## config.mk

```make
export PLATFORM = sky130hd
export DESIGN_NAME = puf_challenge_seq
export DESIGN_NICKNAME = d
export VERILOG_FILES = /design/src/rtl/puf_challenge_seq.sv
export SDC_FILE = /design/constraint.sdc
export NUM_CORES = 1
export LEC_CHECK = 0
export CORE_ASPECT_RATIO = 1.75
export CORE_MARGIN = 3
export CORE_UTILIZATION = 59
export CTS_BUF_LIST = sky130_fd_sc_hd__clkbuf_8
export DETAILED_ROUTE_END_ITERATION = 16
export PLACE_DENSITY = 0.95
export SYNTH_ARGS = -nofsm -noshare
export SYNTH_HDL_FRONTEND = slang
export SYNTH_SLANG_ARGS = --single-unit
```

## constraint.sdc

```tcl
create_clock -name clk -period 4 [get_ports clk]
set_clock_uncertainty 0.05 [all_clocks]
set_input_delay 1.2 -clock clk [delete_from_list [all_inputs] [get_ports clk]]
set_output_delay 1.2 -clock clk [all_outputs]
set_load 0.05 [all_outputs]
```

## src/rtl/puf_challenge_seq.sv

```systemverilog
// Challenge sequencer for the dual-mux RO PUF: expands a seed via LFSR, drives mux selects,
// times clear/measure/drain phases per bit and collects the response. Optional: RESP_VOTE_EN (3-pass majority).
module puf_challenge_seq #(
    parameter int N_BITS        = 16,
    parameter int WIN_CYCLES    = 1024,
    parameter int SETTLE_CYCLES = 4
) (
    input  logic              clk,
    input  logic              reset,
    input  logic              start,
    input  logic              abort,
    input  logic [15:0]       seed,
    input  logic              cmp_in,
    output logic [7:0]        sel1,
    output logic [7:0]        sel2,
    output logic              ro_enable,
    output logic              cnt_reset,
    output logic              busy,
    output logic              done,
    output logic              resp_valid,
    output logic [N_BITS-1:0] response
);

    localparam logic [2:0] S_IDLE    = 3'd0;
    localparam logic [2:0] S_LOAD    = 3'd1;
    localparam logic [2:0] S_SELECT  = 3'd2;
    localparam logic [2:0] S_MEASURE = 3'd3;
    localparam logic [2:0] S_HOLD    = 3'd4;
    localparam logic [2:0] S_SAMPLE  = 3'd5;
    localparam logic [2:0] S_DONE    = 3'd6;

    localparam int CNT_MAX = (WIN_CYCLES > SETTLE_CYCLES) ? WIN_CYCLES : SETTLE_CYCLES;
    localparam int CW      = $clog2(CNT_MAX) + 1;
    localparam int IW      = (N_BITS > 1) ? $clog2(N_BITS) : 1;
    localparam logic [IW-1:0] LAST_IDX = IW'(N_BITS - 1);

    logic [2:0]    state, next_state;
    logic [CW-1:0] phase_cnt;
    logic [15:0]   lfsr, lfsr_step, lfsr_nxt;
    logic [IW-1:0] bit_idx;
    logic          last_pass, accept, phase_end;

`ifdef RESP_VOTE_EN
    logic [1:0] vote_cnt, pass_cnt, vote_total;
`endif

    function automatic logic [CW-1:0] phase_len(input logic [2:0] st);
        case (st)
            S_SELECT, S_HOLD: phase_len = CW'(SETTLE_CYCLES - 1);
            S_MEASURE:        phase_len = CW'(WIN_CYCLES - 1);
            default:          phase_len = '0;
        endcase
    endfunction

    always_comb begin
        lfsr_step = {lfsr[14:0], lfsr[15] ^ lfsr[13] ^ lfsr[12] ^ lfsr[10]};
`ifdef RESP_VOTE_EN
        vote_total = vote_cnt + {1'b0, cmp_in};
        last_pass  = (pass_cnt == 2'd2);
`else
        last_pass  = 1'b1;
`endif
        phase_end = (phase_cnt == '0);
        accept    = (state == S_IDLE) && start && !abort;
        lfsr_nxt  = (state == S_SAMPLE && last_pass) ? lfsr_step : lfsr;

        next_state = state;
        case (state)
            S_IDLE:    if (start) next_state = S_LOAD;
            S_LOAD:    next_state = S_SELECT;
            S_SELECT:  if (phase_end) next_state = S_MEASURE;
            S_MEASURE: if (phase_end) next_state = S_HOLD;
            S_HOLD:    if (phase_end) next_state = S_SAMPLE;
            S_SAMPLE:  next_state = (last_pass && bit_idx == LAST_IDX) ? S_DONE : S_SELECT;
            S_DONE:    next_state = S_IDLE;
            default:   next_state = S_IDLE;
        endcase
        // NOTE: abort is applied last so it overrides every transition above, including start in IDLE.
        if (abort) next_state = S_IDLE;
    end

    assign ro_enable = (state == S_MEASURE);
    assign cnt_reset = !(state == S_MEASURE || state == S_HOLD || state == S_SAMPLE);
    assign busy      = (state != S_IDLE);
    assign done      = (state == S_DONE);

    // NOTE: all state below uses non-blocking assignments so every branch sees pre-edge values.
    always_ff @(posedge clk or posedge reset) begin
        if (reset) begin
            state      <= S_IDLE;
            phase_cnt  <= '0;
            lfsr       <= '0;
            bit_idx    <= '0;
            response   <= '0;
            resp_valid <= 1'b0;
            sel1       <= '0;
            sel2       <= '0;
`ifdef RESP_VOTE_EN
            vote_cnt   <= '0;
            pass_cnt   <= '0;
`endif
        end else begin
            state <= next_state;

            if (next_state != state)
                phase_cnt <= phase_len(next_state);
            else if (!phase_end)
                phase_cnt <= phase_cnt - CW'(1);

            // Selects are registered on SELECT entry from the LFSR value that SELECT will see.
            if (next_state == S_SELECT && state != S_SELECT) begin
                sel1 <= lfsr_nxt[7:0];
                sel2 <= (lfsr_nxt[15:8] == lfsr_nxt[7:0]) ? (lfsr_nxt[15:8] ^ 8'h01)
                                                           : lfsr_nxt[15:8];
            end

            if (accept) begin
                lfsr       <= (seed == 16'h0000) ? 16'hACE1 : seed;
                bit_idx    <= '0;
                response   <= '0;
                resp_valid <= 1'b0;
`ifdef RESP_VOTE_EN
                vote_cnt   <= '0;
                pass_cnt   <= '0;
`endif
            end

            if (abort && state != S_IDLE)
                resp_valid <= 1'b0;
            else if (state == S_DONE)
                resp_valid <= 1'b1;

            if (state == S_SAMPLE && !abort) begin
`ifdef RESP_VOTE_EN
                if (last_pass) begin
                    response <= {response[N_BITS-2:0], vote_total >= 2'd2};
                    vote_cnt <= '0;
                    pass_cnt <= '0;
                end else begin
                    vote_cnt <= vote_total;
                    pass_cnt <= pass_cnt + 2'd1;
                end
`else
                response <= {response[N_BITS-2:0], cmp_in};
`endif
                if (last_pass) begin
                    lfsr    <= lfsr_step;
                    bit_idx <= bit_idx + 1'b1;
                end
            end
        end
    end

endmodule

```

**Word level (Yosys, flattened, before mapping)**

Index checks and enable logic that the tools add are counted.
W data, S select, Z words.

- Bits in registers: 67
- Bits in latches: 0
- RAM bits: 0
- Bits in read-only memories: 0
- Output and inout bits: 37
- Memories: 0

- Add/subtract/negate cells: 2
- $mul: 0
- Div/mod/pow operators: 0
- Magnitude comparators: 0
- Equality and inequality tests: 14
- Shift-type cells: 0
- Muxes and demuxes: 22
- Bitwise operators: 4
- Reductions and logical operators: 16

Operators with widths:

| operator | count |
|---|---|
| $mux W16 | 6 |
| $mux W11 | 2 |
| $pmux W10 S2 | 1 |
| $mux W3 | 6 |
| $pmux W3 S6 | 1 |
| $logic_not A16 Y1 | 1 |
| $eq A3 B2 Y1 const B | 4 |
| $eq A3 B3 Y1 const B | 4 |
| $logic_not A11 Y1 | 1 |
| $sub A11 B1 Y11 const B | 1 |
| $eq A8 B8 Y1 | 1 |
| $mux W4 | 2 |
| $reduce_bool A3 Y1 | 2 |
| $logic_and A1 B1 Y1 | 5 |
| $add A4 B1 Y4 const B | 1 |
| $eq A4 B4 Y1 const B | 1 |
| $mux W1 | 4 |
| $eq A3 B1 Y1 const B | 1 |
| $logic_not A3 Y1 | 1 |
| $ne A3 B2 Y1 const B | 1 |
| $ne A3 B3 Y1 | 1 |
| $xor A1 B1 Y1 | 3 |
| $logic_not A1 Y1 | 2 |
| $logic_or A1 B1 Y1 | 2 |
| other kinds (4) | 4 |

**Logic depth before layout (Yosys ltp)**

Gate-level depths: netlist of the first run.

- Depth after elaboration: 8
- Depth in mapped cells: 9
- Mapped depth without buffers: 7

**Worst setup path before layout of the first run**

Ideal clock, no wire load.

- Kind: register to output
- Start point: register state[1]
- End point: output cnt_reset
- Arrival time: 1.849 ns
- Required time: 2.750 ns
- Path slack: 0.901 ns
- Stages on the path, launching flop included: 5
- Path buffers: 1
- Path through: dfrtp_1 buf_2 nor2b_1 and2_1 a21oi_1

- Word-level cells in the longest chain between the ends: 4

Ends and longest elaborated chain:

| item | RTL line | text |
|---|---|---|
| from (decl) | 37 | `logic [2:0] state, next_state;` |
| from (signal assigned) | 103 | `state <= next_state;` |
| $eq A3 B2 Y1 | - |  |
| named net ro_enable | 16 | `output logic ro_enable,` |
| $logic_or A1 B1 Y1 (2 in a row) | 83 | `assign cnt_reset = !(state == S_MEASURE \|\| state == S_HOLD \|\| state == S_SAMPLE);` |
| $logic_not A1 Y1 | 83 |  |
| to (decl) | 17 | `output logic cnt_reset,` |

The timed path passes the listed nets, and every way through them passes these cells.

**Worst setup path in the final report of the first run**

- Start point: register state[2]
- End point: output cnt_reset

- Word-level cells in the longest chain between the ends: 4

Ends and longest elaborated chain:

| item | RTL line |
|---|---|
| $eq A3 B2 Y1 or $eq A3 B3 Y1 (tied branches) | 83 |
| $logic_or A1 B1 Y1 | 83 |
| $logic_or A1 B1 Y1 * | 83 |
| $logic_not A1 Y1 * | 83 |

Every way passes the cells marked *; elsewhere a longest branch is shown, timed or not.

==> flow_metrics.env, run 1 <==
export IMPL_netlist_instances=340
export IMPL_end_kind="primary output"
export IMPL_layout_drive_gt1_share_pct=8.63
export IMPL_cts_resized=0
export IMPL_maxCapViolCount=0
export IMPL_maxSlewHeadroom_pct=27.0
export IMPL_cts_buffers=9
export IMPL_rsz0062_at_grt="no"
export IMPL_cts_root_buf="clkbuf_8"
export IMPL_synth_ff_type="dfrtp_1"
export IMPL_period_minus_slack_ps=3530
export IMPL_std_cell_rows=35
export IMPL_fin_setup_tns_ps=0
export IMPL_cp_num_buf_inv=1
export IMPL_htreeDepth=3
export IMPL_grt_max_degree=68
export IMPL_grt_use_total_pct=26.4
export IMPL_drtIter0Drc=144
export IMPL_highest_layer="met4"
export IMPL_setup_violations=0
export IMPL_die_area_um2=6620
export IMPL_rrSetupSlack_ps=1570
export IMPL_worstMarginPinSlew_ps=1090
export IMPL_antenna_found_initial=0
export IMPL_crit_family="buffers and inverters"
export IMPL_synth_edff_count=0
export IMPL_worst_slack_ps=471
export IMPL_wl_per_cell_um=17.0
export IMPL_synth_top_area_share_pct=50.3
export IMPL_fp_dieH_um=105
export IMPL_cp_start_kind="flip-flop"
export IMPL_start_util_pct=61.9
export IMPL_portBuffers=57
export IMPL_routed_wl_um=7970
export IMPL_route_met3_wl_um=359
export IMPL_ys_seq_area_share_pct=50.3
export IMPL_io_pins=58
export IMPL_antenna_cells=0
export IMPL_fp_dieW_um=62.8
export IMPL_gp_congestion=0.940
export IMPL_ir_worst_vdd_uv=423
export IMPL_vias=2765
export IMPL_critPathMaxFanout=14
export IMPL_grt_pass1_wl_um=13700
export IMPL_overflow=0
export IMPL_clk_latency_ps=340
export IMPL_critPathArrivalTime_ps=2280
export IMPL_cts_buffer_depth=2
export IMPL_met2_length_um=4320
export IMPL_fin_nets=413
export IMPL_syn_avg_cell_area_um2=9.80
export IMPL_p_leak_nw=1.98
export IMPL_drc=0
export IMPL_crit_type="flip-flop to primary output"
export IMPL_dp_hpwl_um=5550
export IMPL_grt_pass1_vias=2857
export IMPL_synth_seq_cells=67
export IMPL_ant_nets=0
export IMPL_dr_pass1_iters=4
export IMPL_clock_sinks=67
export IMPL_max_stage_delay_ps=830
export IMPL_met1_length_um=3050
export IMPL_min_period_over_period_pct=88.2
export IMPL_synth_top_cell_by_area="dfrtp_1"
export IMPL_dp_slack_ps=543
export IMPL_whs_ps=432
export IMPL_finalMaxSlewViolations=0
export IMPL_postCtsSetupBuffers=0
export IMPL_synth_cell_area_um2=3330
export IMPL_clock_fmax_mhz=283
export IMPL_yosysUniqueCellTypes=48
export IMPL_status="finished, final reports clean"
export IMPL_syn_num_nets=363
export IMPL_cpMaxStageDelayCell="clkdlybuf4s50_1"
export IMPL_cts_tree="done"
export IMPL_path_clk_slew_ps=70
export IMPL_vias_per_cell=5.91
export IMPL_area_growth_pct=23.6
export IMPL_synthTopCellsByArea="dfrtp_1, nand2_1, o21ai_0"
export IMPL_worstPathCellList="nor2b_1 -> and2_1 -> a21oi_1 -> clkdlybuf4s50_1"
export IMPL_worst_hold_path_type="flip-flop to flip-flop"
export IMPL_cts_hold_buffers=0
export IMPL_power_density_nw_per_um2=624
export IMPL_finalHoldViolations=0
export IMPL_synth_async_reset_ratio_pct=100
export IMPL_yosys_warnings=0
export IMPL_core_area_um2=5390
export IMPL_crit_required_ps=2750
-- synthesized netlist by cell type (2+ instances only) --
library cell  count
a21o_1            2
a21oi_1          12
a22o_1           17
a22oi_1           2
a2bb2oi_1         3
a31oi_1           5
and2_1            3
buf_2             9
buf_4             3
clkbuf_1          9
dfrtp_1          67
ha_1              2
inv_1             5
mux2_2            2
mux2i_1          16
nand2_1          61
nand2b_1          3
nand3_1           6
nand4_1           4
nor2_1           19
nor2b_1           2
nor3_1            3
nor3b_1           2
nor4_1            6
o21ai_0          34
o31ai_1           2
or4_1             2
xnor2_1          10
xor2_1           10
-- sequential cells by signal (all words and copies together) (netlist names) --
register    cells
bit_idx         4
state           3
phase_cnt      11
lfsr           16
sel2            8
sel1            8
resp_valid      1
response       16
-- placed cells by master, fill, tap and decap left out, drive strengths merged, types with 4 or more instances in the layout --
cell           count
clkdlybuf4s50     57
nand4              4
a22o              17
o21ai             36
nor3               5
inv                7
clkbuf             9
a31oi              5
dfrtp             67
buf                4
mux2i             16
a21oi             13
xnor2             10
nand2             61
xor2              10
nand3              6
nor2              19
nor4               7
-- power breakdown --
group,switching [mW],internal (mW)
clock,0.253,0.281
combinational,0.626,0.404
sequential,0.171,0.834
total,1.05,1.52
-- worst min-delay path, stage by stage, from the launching register on --
cell and delay, ps:
dfrtp_1 340, nand2_1 50, o21ai_0 60
-- cell type report --
class	count	area (um2)
Clock inverter	6	60.1
Inverter	5	18.8
Clock buffer	9	124
Multi-Input combinational cell	246	1530
Timing Repair Buffer	61	613
Fill cell	387	1270
Tap cell	74	92.6
Sequential cell	67	1680
-- path summary, 6_finish.rpt --
path | startpoint | endpoint | depth (start not counted)
setup / recovery | state[2]$_DFF_PP0_ | cnt_reset | 4
hold reg to reg | sel1[6]$_DFFE_PP0P_ | sel1[6]$_DFFE_PP0P_ | 2
hold / removal | sel1[6]$_DFFE_PP0P_ | sel1[6]$_DFFE_PP0P_ | 2
setup reg to reg | state[2]$_DFF_PP0_ | sel2[0]$_DFFE_PP0P_ | 5
min in group asynchronous | reset | sel2[7]$_DFFE_PP0P_ | 3
max in group asynchronous | reset | lfsr[4]$_DFFE_PP0P_ | 3
-- per-stage QoR --
| step | instance area [um2] | cells | utilization, % | power [mW] |
|---|---|---|---|---|
| final | 4120 | 468 | 76.5 | 2.57 |
| after floorplan | 3330 | 340 | - | 1.72 |
| after CTS | 4120 | 468 | 76.5 | 2.57 |
| after detailed placement | 3940 | 453 | 73.1 | 2.04 |
| after global placement | 3940 | 453 | 73.1 | 2.00 |
| after global routing | 4120 | 468 | 76.5 | 2.72 |
-- layer usage --
layer / track usage [%] / vias up
met2: 47.0 / 107
met4: 12.0 / 0
li1: - / 1300
met1: 29.4 / 1330
met5: 0 / -
met3: 6.50 / 28
-- cells by family after synthesis --
family	after synthesis	synth area share, %
flip-flops	67	50.3
XOR/XNOR	20	5.26
AO/OA/AOI/OAI	84	16.3
buffers and inverters	27	3.75
multiplexers	19	5.93
AND/OR/NAND/NOR	121	17.7
adder cells (fa/ha/maj)	2	0.751
Power figures use the tool's default switching activity.
==> run 2, diff against run 1 <==
==> constraint.sdc (replaced) <==
create_clock -name clk -period 4 [get_ports clk]
set_clock_uncertainty 0.05 [all_clocks]
set_input_delay 0.8 -clock clk [delete_from_list [all_inputs] [get_ports clk]]
set_output_delay 0.8 -clock clk [all_outputs]
set_load 0.05 [all_outputs]
==> flow_metrics.env, run 2 (synthesis results as in run 1) <==
export IMPL_status="finished, final reports clean"
export IMPL_overflow=0
export IMPL_layout_cells_non_filler=469
export IMPL_dp_slack_ps=1070
export IMPL_core_area_um2=5390
export IMPL_vias_per_cell=5.93
export IMPL_setup_violations=0
export IMPL_worst_hold_path_type="flip-flop to flip-flop"
export IMPL_layout_common_cells="dfrtp_1, nand2_1, clkdlybuf4s50_1"
export IMPL_cp_num_buf_inv=1
export IMPL_crit_type="flip-flop to primary output"
export IMPL_finalHoldViolations=0
export IMPL_dp_hpwl_um=5770
export IMPL_start_util_pct=61.9
export IMPL_htreeDepth=3
export IMPL_grt_use_total_pct=26.4
export IMPL_power_density_nw_per_um2=647
export IMPL_power_switching_mw=1.09
export IMPL_end_kind="primary output"
export IMPL_grt_max_degree=42
export IMPL_cts_tree="done"
export IMPL_drc=0
export IMPL_final_area_um2=4150
export IMPL_worstMarginPinSlew_ps=1070
export IMPL_routed_wl_um=8180
export IMPL_r2r_end="sel2[0]$_DFFE_PP0P_"
export IMPL_cp_start_kind="flip-flop"
export IMPL_finalMaxSlewViolations=0
export IMPL_worst_slack_ps=866
export IMPL_period_minus_slack_ps=3130
export IMPL_fin_setup_tns_ps=0
export IMPL_combPwrFrac_pct=38.6
export IMPL_wl_per_cell_um=17.4
export IMPL_area_growth_pct=24.4
export IMPL_cts_buffers=9
export IMPL_path_clk_slew_ps=80
export IMPL_vias=2782
export IMPL_worstSetupStartpoint="state[2]$_DFF_PP0_"
export IMPL_clk_latency_ps=350
export IMPL_p_leak_nw=1.99
export IMPL_path_depth=4
export IMPL_clock_sinks=67
export IMPL_mostFrequentLayoutCell="dfrtp_1"
export IMPL_fin_nets=413
export IMPL_maxCapViolCount=0
export IMPL_fp_dieH_um=105
export IMPL_top_regs="lfsr: 16 flops, response: 16 flops, phase_cnt: 11 flops"
export IMPL_crit_end="cnt_reset"
export IMPL_seq_power_share_pct=37.8
export IMPL_min_period_over_period_pct=78.4
export IMPL_io_pins=58
export IMPL_maxSlewHeadroom_pct=28.4
export IMPL_power_total_mw=2.68
export IMPL_crit_family="buffers and inverters"
export IMPL_cpMaxStageDelayCell="clkdlybuf4s50_1"
export IMPL_crit_required_ps=3150
export IMPL_dpl_cell_count=453
export IMPL_ant_nets=0
export IMPL_die_area_um2=6620
export IMPL_rsz0062_at_grt="no"
export IMPL_portBuffers=57
export IMPL_critPathMaxFanout=14
export IMPL_cts_root_buf="clkbuf_8"
export IMPL_worstPathCellList="nor2b_1 -> and2_1 -> a21oi_1 -> clkdlybuf4s50_1"
export IMPL_cts_buffer_depth=2
export IMPL_postCtsSetupBuffers=0
export IMPL_p_int_mw=1.59
export IMPL_gp_congestion=0.940
export IMPL_cts_resized=0
export IMPL_rrSetupSlack_ps=1510
export IMPL_antenna_found_initial=0
export IMPL_timing_rr_start="state[0]$_DFF_PP0_"
export IMPL_drtIter0Drc=217
export IMPL_power_frac_clock_pct=23.5
export IMPL_grt_pass1_wl_um=13600
export IMPL_layout_drive_gt1_share_pct=9.37
export IMPL_antenna_cells=0
export IMPL_ir_worst_vdd_uv=333
export IMPL_std_cell_rows=35
export IMPL_whs_ps=433
export IMPL_max_stage_delay_ps=830
export IMPL_grt_pass1_vias=2826
export IMPL_ff2ff_path_depth=5
export IMPL_critPathArrivalTime_ps=2280
export IMPL_dr_pass1_iters=6
export IMPL_clock_fmax_mhz=319
export IMPL_swShare_pct=40.6
export IMPL_fp_dieW_um=62.8
export IMPL_fin_util_pct=77.0
export IMPL_cts_hold_buffers=0
export IMPL_dpl_cell_area_um2=3920
-- run 2: cell count changes in the layout (fill, tap and decap cells not counted), sizes merged --
cell and change:
bufinv +1
-- run 2: how the worst min path moves through the flow --
stage,start,endpoint,slack (ps),cells past startpoint
2_1_floorplan,bit_idx[3]$_DFFE_PP0P_,bit_idx[3]$_DFFE_PP0P_,420,1
3_3_place_gp,sel1[1]$_DFFE_PP0P_,sel1[1]$_DFFE_PP0P_,410,2
3_5_place_dp,sel1[3]$_DFFE_PP0P_,sel1[3]$_DFFE_PP0P_,420,2
4_1_cts,sel1[3]$_DFFE_PP0P_,sel1[3]$_DFFE_PP0P_,440,2
5_1_grt,sel2[2]$_DFFE_PP0P_,sel2[2]$_DFFE_PP0P_,480,2
6_report,sel1[3]$_DFFE_PP0P_,sel1[3]$_DFFE_PP0P_,430,2
-- run 2: final cells by class --
class | count | area [um2]
tap | 74 | 92.6
sequential | 67 | 1680
inverter | 5 | 18.8
clock inverter | 7 | 100
timing repair buffer | 61 | 601
fill | 374 | 1240
multi-input combinational | 246 | 1530
clock buffer | 9 | 124
-- run 2: metal layers --
| metal | share of wire (%) | GRT usage, % | vias up |
|---|---|---|---|
| li1 | - | - | 1299 |
| met1 | 37 | 29.2 | 1326 |
| met2 | 53 | 46.0 | 121 |
| met3 | 5.1 | 5.44 | 36 |
| met4 | 4.8 | 15.8 | 0 |
| met5 | 0 | 0 | - |
-- run 2: worst register-to-register path, delay by kind of cell, from the launching register on --
kind	cells	cell delay [ps]
mux	2	700
simple gates	2	950
compound gates	1	110
flops	1	600
-- run 2: power by group through the flow --
stage	Clock, mW	Combinational, mW	Sequential [mW]
after detailed placement	0	1.03	1.02
after global routing	0.676	1.11	1.04
after floorplan	0	0.483	1.24
after global placement	0	0.995	1.00
after CTS	0.637	1.04	1.01
final	0.631	1.04	1.01
==> run 3, diff against run 2 <==
CORE_UTILIZATION = 55   (was 59)
PLACE_DENSITY = 0.92   (was 0.95)
clock period = 3.1 ns   (was 4 ns; I/O delays follow)
==> flow_metrics.env, run 3 (synthesis results as in run 1) <==
export IMPL_vias_per_cell=5.83
export IMPL_clock_sinks=67
export IMPL_grt_util_met2_pct=44.8
export IMPL_mostFrequentLayoutCell="dfrtp_1"
export IMPL_drc=0
export IMPL_rsz0062_at_grt="no"
export IMPL_std_cell_rows=36
export IMPL_grt_use_met1_pct=26.2
export IMPL_drtIter0Drc=200
export IMPL_worst_hold_path_type="flip-flop to flip-flop"
export IMPL_grt_pass1_vias=2804
export IMPL_p_leak_nw=2.00
export IMPL_crit_required_ps=2430
export IMPL_fp_dieH_um=109
export IMPL_dp_hpwl_um=5790
export IMPL_wl_per_cell_um=16.8
export IMPL_setup_violations=0
export IMPL_clock_fmax_mhz=344
export IMPL_fin_util_pct=73.0
export IMPL_cts_buffer_depth=2
export IMPL_fp_dieW_um=64.8
export IMPL_power_density_nw_per_um2=821
export IMPL_start_util_pct=58.3
export IMPL_clk_latency_ps=350
export IMPL_ir_worst_vdd_uv=653
export IMPL_status="finished, final reports clean"
export IMPL_cts_root_buf="clkbuf_8"
export IMPL_met3_usage_pct=4.02
export IMPL_min_delay_start="sel2[6]$_DFFE_PP0P_"
export IMPL_layout_common_cells="dfrtp_1, nand2_1, clkdlybuf4s50_1"
export IMPL_antenna_found_initial=0
export IMPL_grt_use_total_pct=24.2
export IMPL_final_area_um2=4180
export IMPL_worstMarginPinSlew_ps=1070
export IMPL_routed_wl_um=7940
export IMPL_fin_nets=415
export IMPL_core_area_um2=5720
export IMPL_fin_setup_tns_ps=0
export IMPL_cts_buffers=9
export IMPL_maxSlewHeadroom_pct=28.7
export IMPL_crit_type="flip-flop to primary output"
export IMPL_dpl_cell_area_um2=3950
export IMPL_grt_max_degree=39
export IMPL_vias=2759
export IMPL_dr_pass1_iters=5
export IMPL_gp_congestion=0.869
export IMPL_cts_resized=0
export IMPL_die_area_um2=7070
export IMPL_cp_start_kind="flip-flop"
export IMPL_register_area_um2=1680
export IMPL_portBuffers=57
export IMPL_cpMaxStageDelayCell="clkdlybuf4s50_1"
export IMPL_min_period_over_period_pct=93.7
export IMPL_antenna_cells=0
export IMPL_grt_pass1_wl_um=13100
export IMPL_area_growth_pct=25.3
export IMPL_fill_cells=405
export IMPL_worstSetupStartpoint="state[2]$_DFF_PP0_"
export IMPL_period_minus_slack_ps=2910
export IMPL_htreeDepth=3
export IMPL_cts_hold_buffers=0
export IMPL_grt_busiest_layer="met2"
export IMPL_max_stage_delay_ps=820
export IMPL_top_regs="lfsr: 16 flops, response: 16 flops, phase_cnt: 11 flops"
export IMPL_multi_input_area_um2=1530
export IMPL_layout_drive_gt1_share_pct=9.82
export IMPL_critPathMaxFanout=14
export IMPL_overflow=0
export IMPL_postCtsSetupBuffers=0
export IMPL_timing_rr_start="state[0]$_DFF_PP0_"
export IMPL_finalHoldViolations=0
export IMPL_end_kind="primary output"
export IMPL_io_pins=58
export IMPL_ant_nets=0
export IMPL_finalMaxSlewViolations=0
export IMPL_path_clk_slew_ps=90
export IMPL_worstPathCellList="nor2b_1 -> and2_1 -> a21oi_1 -> clkdlybuf4s50_1"
export IMPL_critPathArrivalTime_ps=2240
export IMPL_maxCapViolCount=0
export IMPL_cts_tree="done"
[run 3: where the power goes]
group          internal, mW  leakage [nW]  switching, mW  total (mW)
Combinational         0.522          1.01          0.798        1.32
Sequential             1.08         0.877          0.219        1.30
Clock                 0.460         0.114          0.352       0.812
[run 3: through the flow]
stage	power [mW]	setup slack (ps)	std cells	hold slack, ps
detailed placement	2.63	278	457	419
global placement	2.58	329	457	410
global route	3.61	55.9	473	455
CTS	3.43	188	473	437
finish	3.43	195	473	432
floorplan	2.22	581	340	422
[run 3: path summary, 6_finish.rpt]
path | endpoint | slack [ps] | cells after the start
min | sel2[6]$_DFFE_PP0P_ | 430 | 2
min reg2reg | sel2[6]$_DFFE_PP0P_ | 430 | 2
min in group asynchronous | response[0]$_DFFE_PP0P_ | 610 | 2
max in group asynchronous | state[1]$_DFF_PP0_ | 1760 | 3
max | cnt_reset | 190 | 4
max reg2reg | bit_idx[2]$_DFFE_PP0P_ | 870 | 5
[run 3: layer usage]
metal	routed length, um	vias up
met5	0	-
met4	182	0
met3	396	20
met2	4370	101
met1	2990	1325
li1	-	1313
[run 3: cell type report]
type,count,area share (%)
Tap cell,76,2.28
Timing Repair Buffer,63,15.0
Multi-Input combinational cell,246,36.7
Clock buffer,9,2.97
Clock inverter,7,2.40
Sequential cell,67,40.1
Inverter,5,0.449
[run 3: critical path, delay by kind of cell, from the launching register on]
family	cells	cell delay, ps
buffers and inverters	1	820
and+or+nand+nor	2	340
DFF	1	600
AOI/OAI and AO/OA	1	130
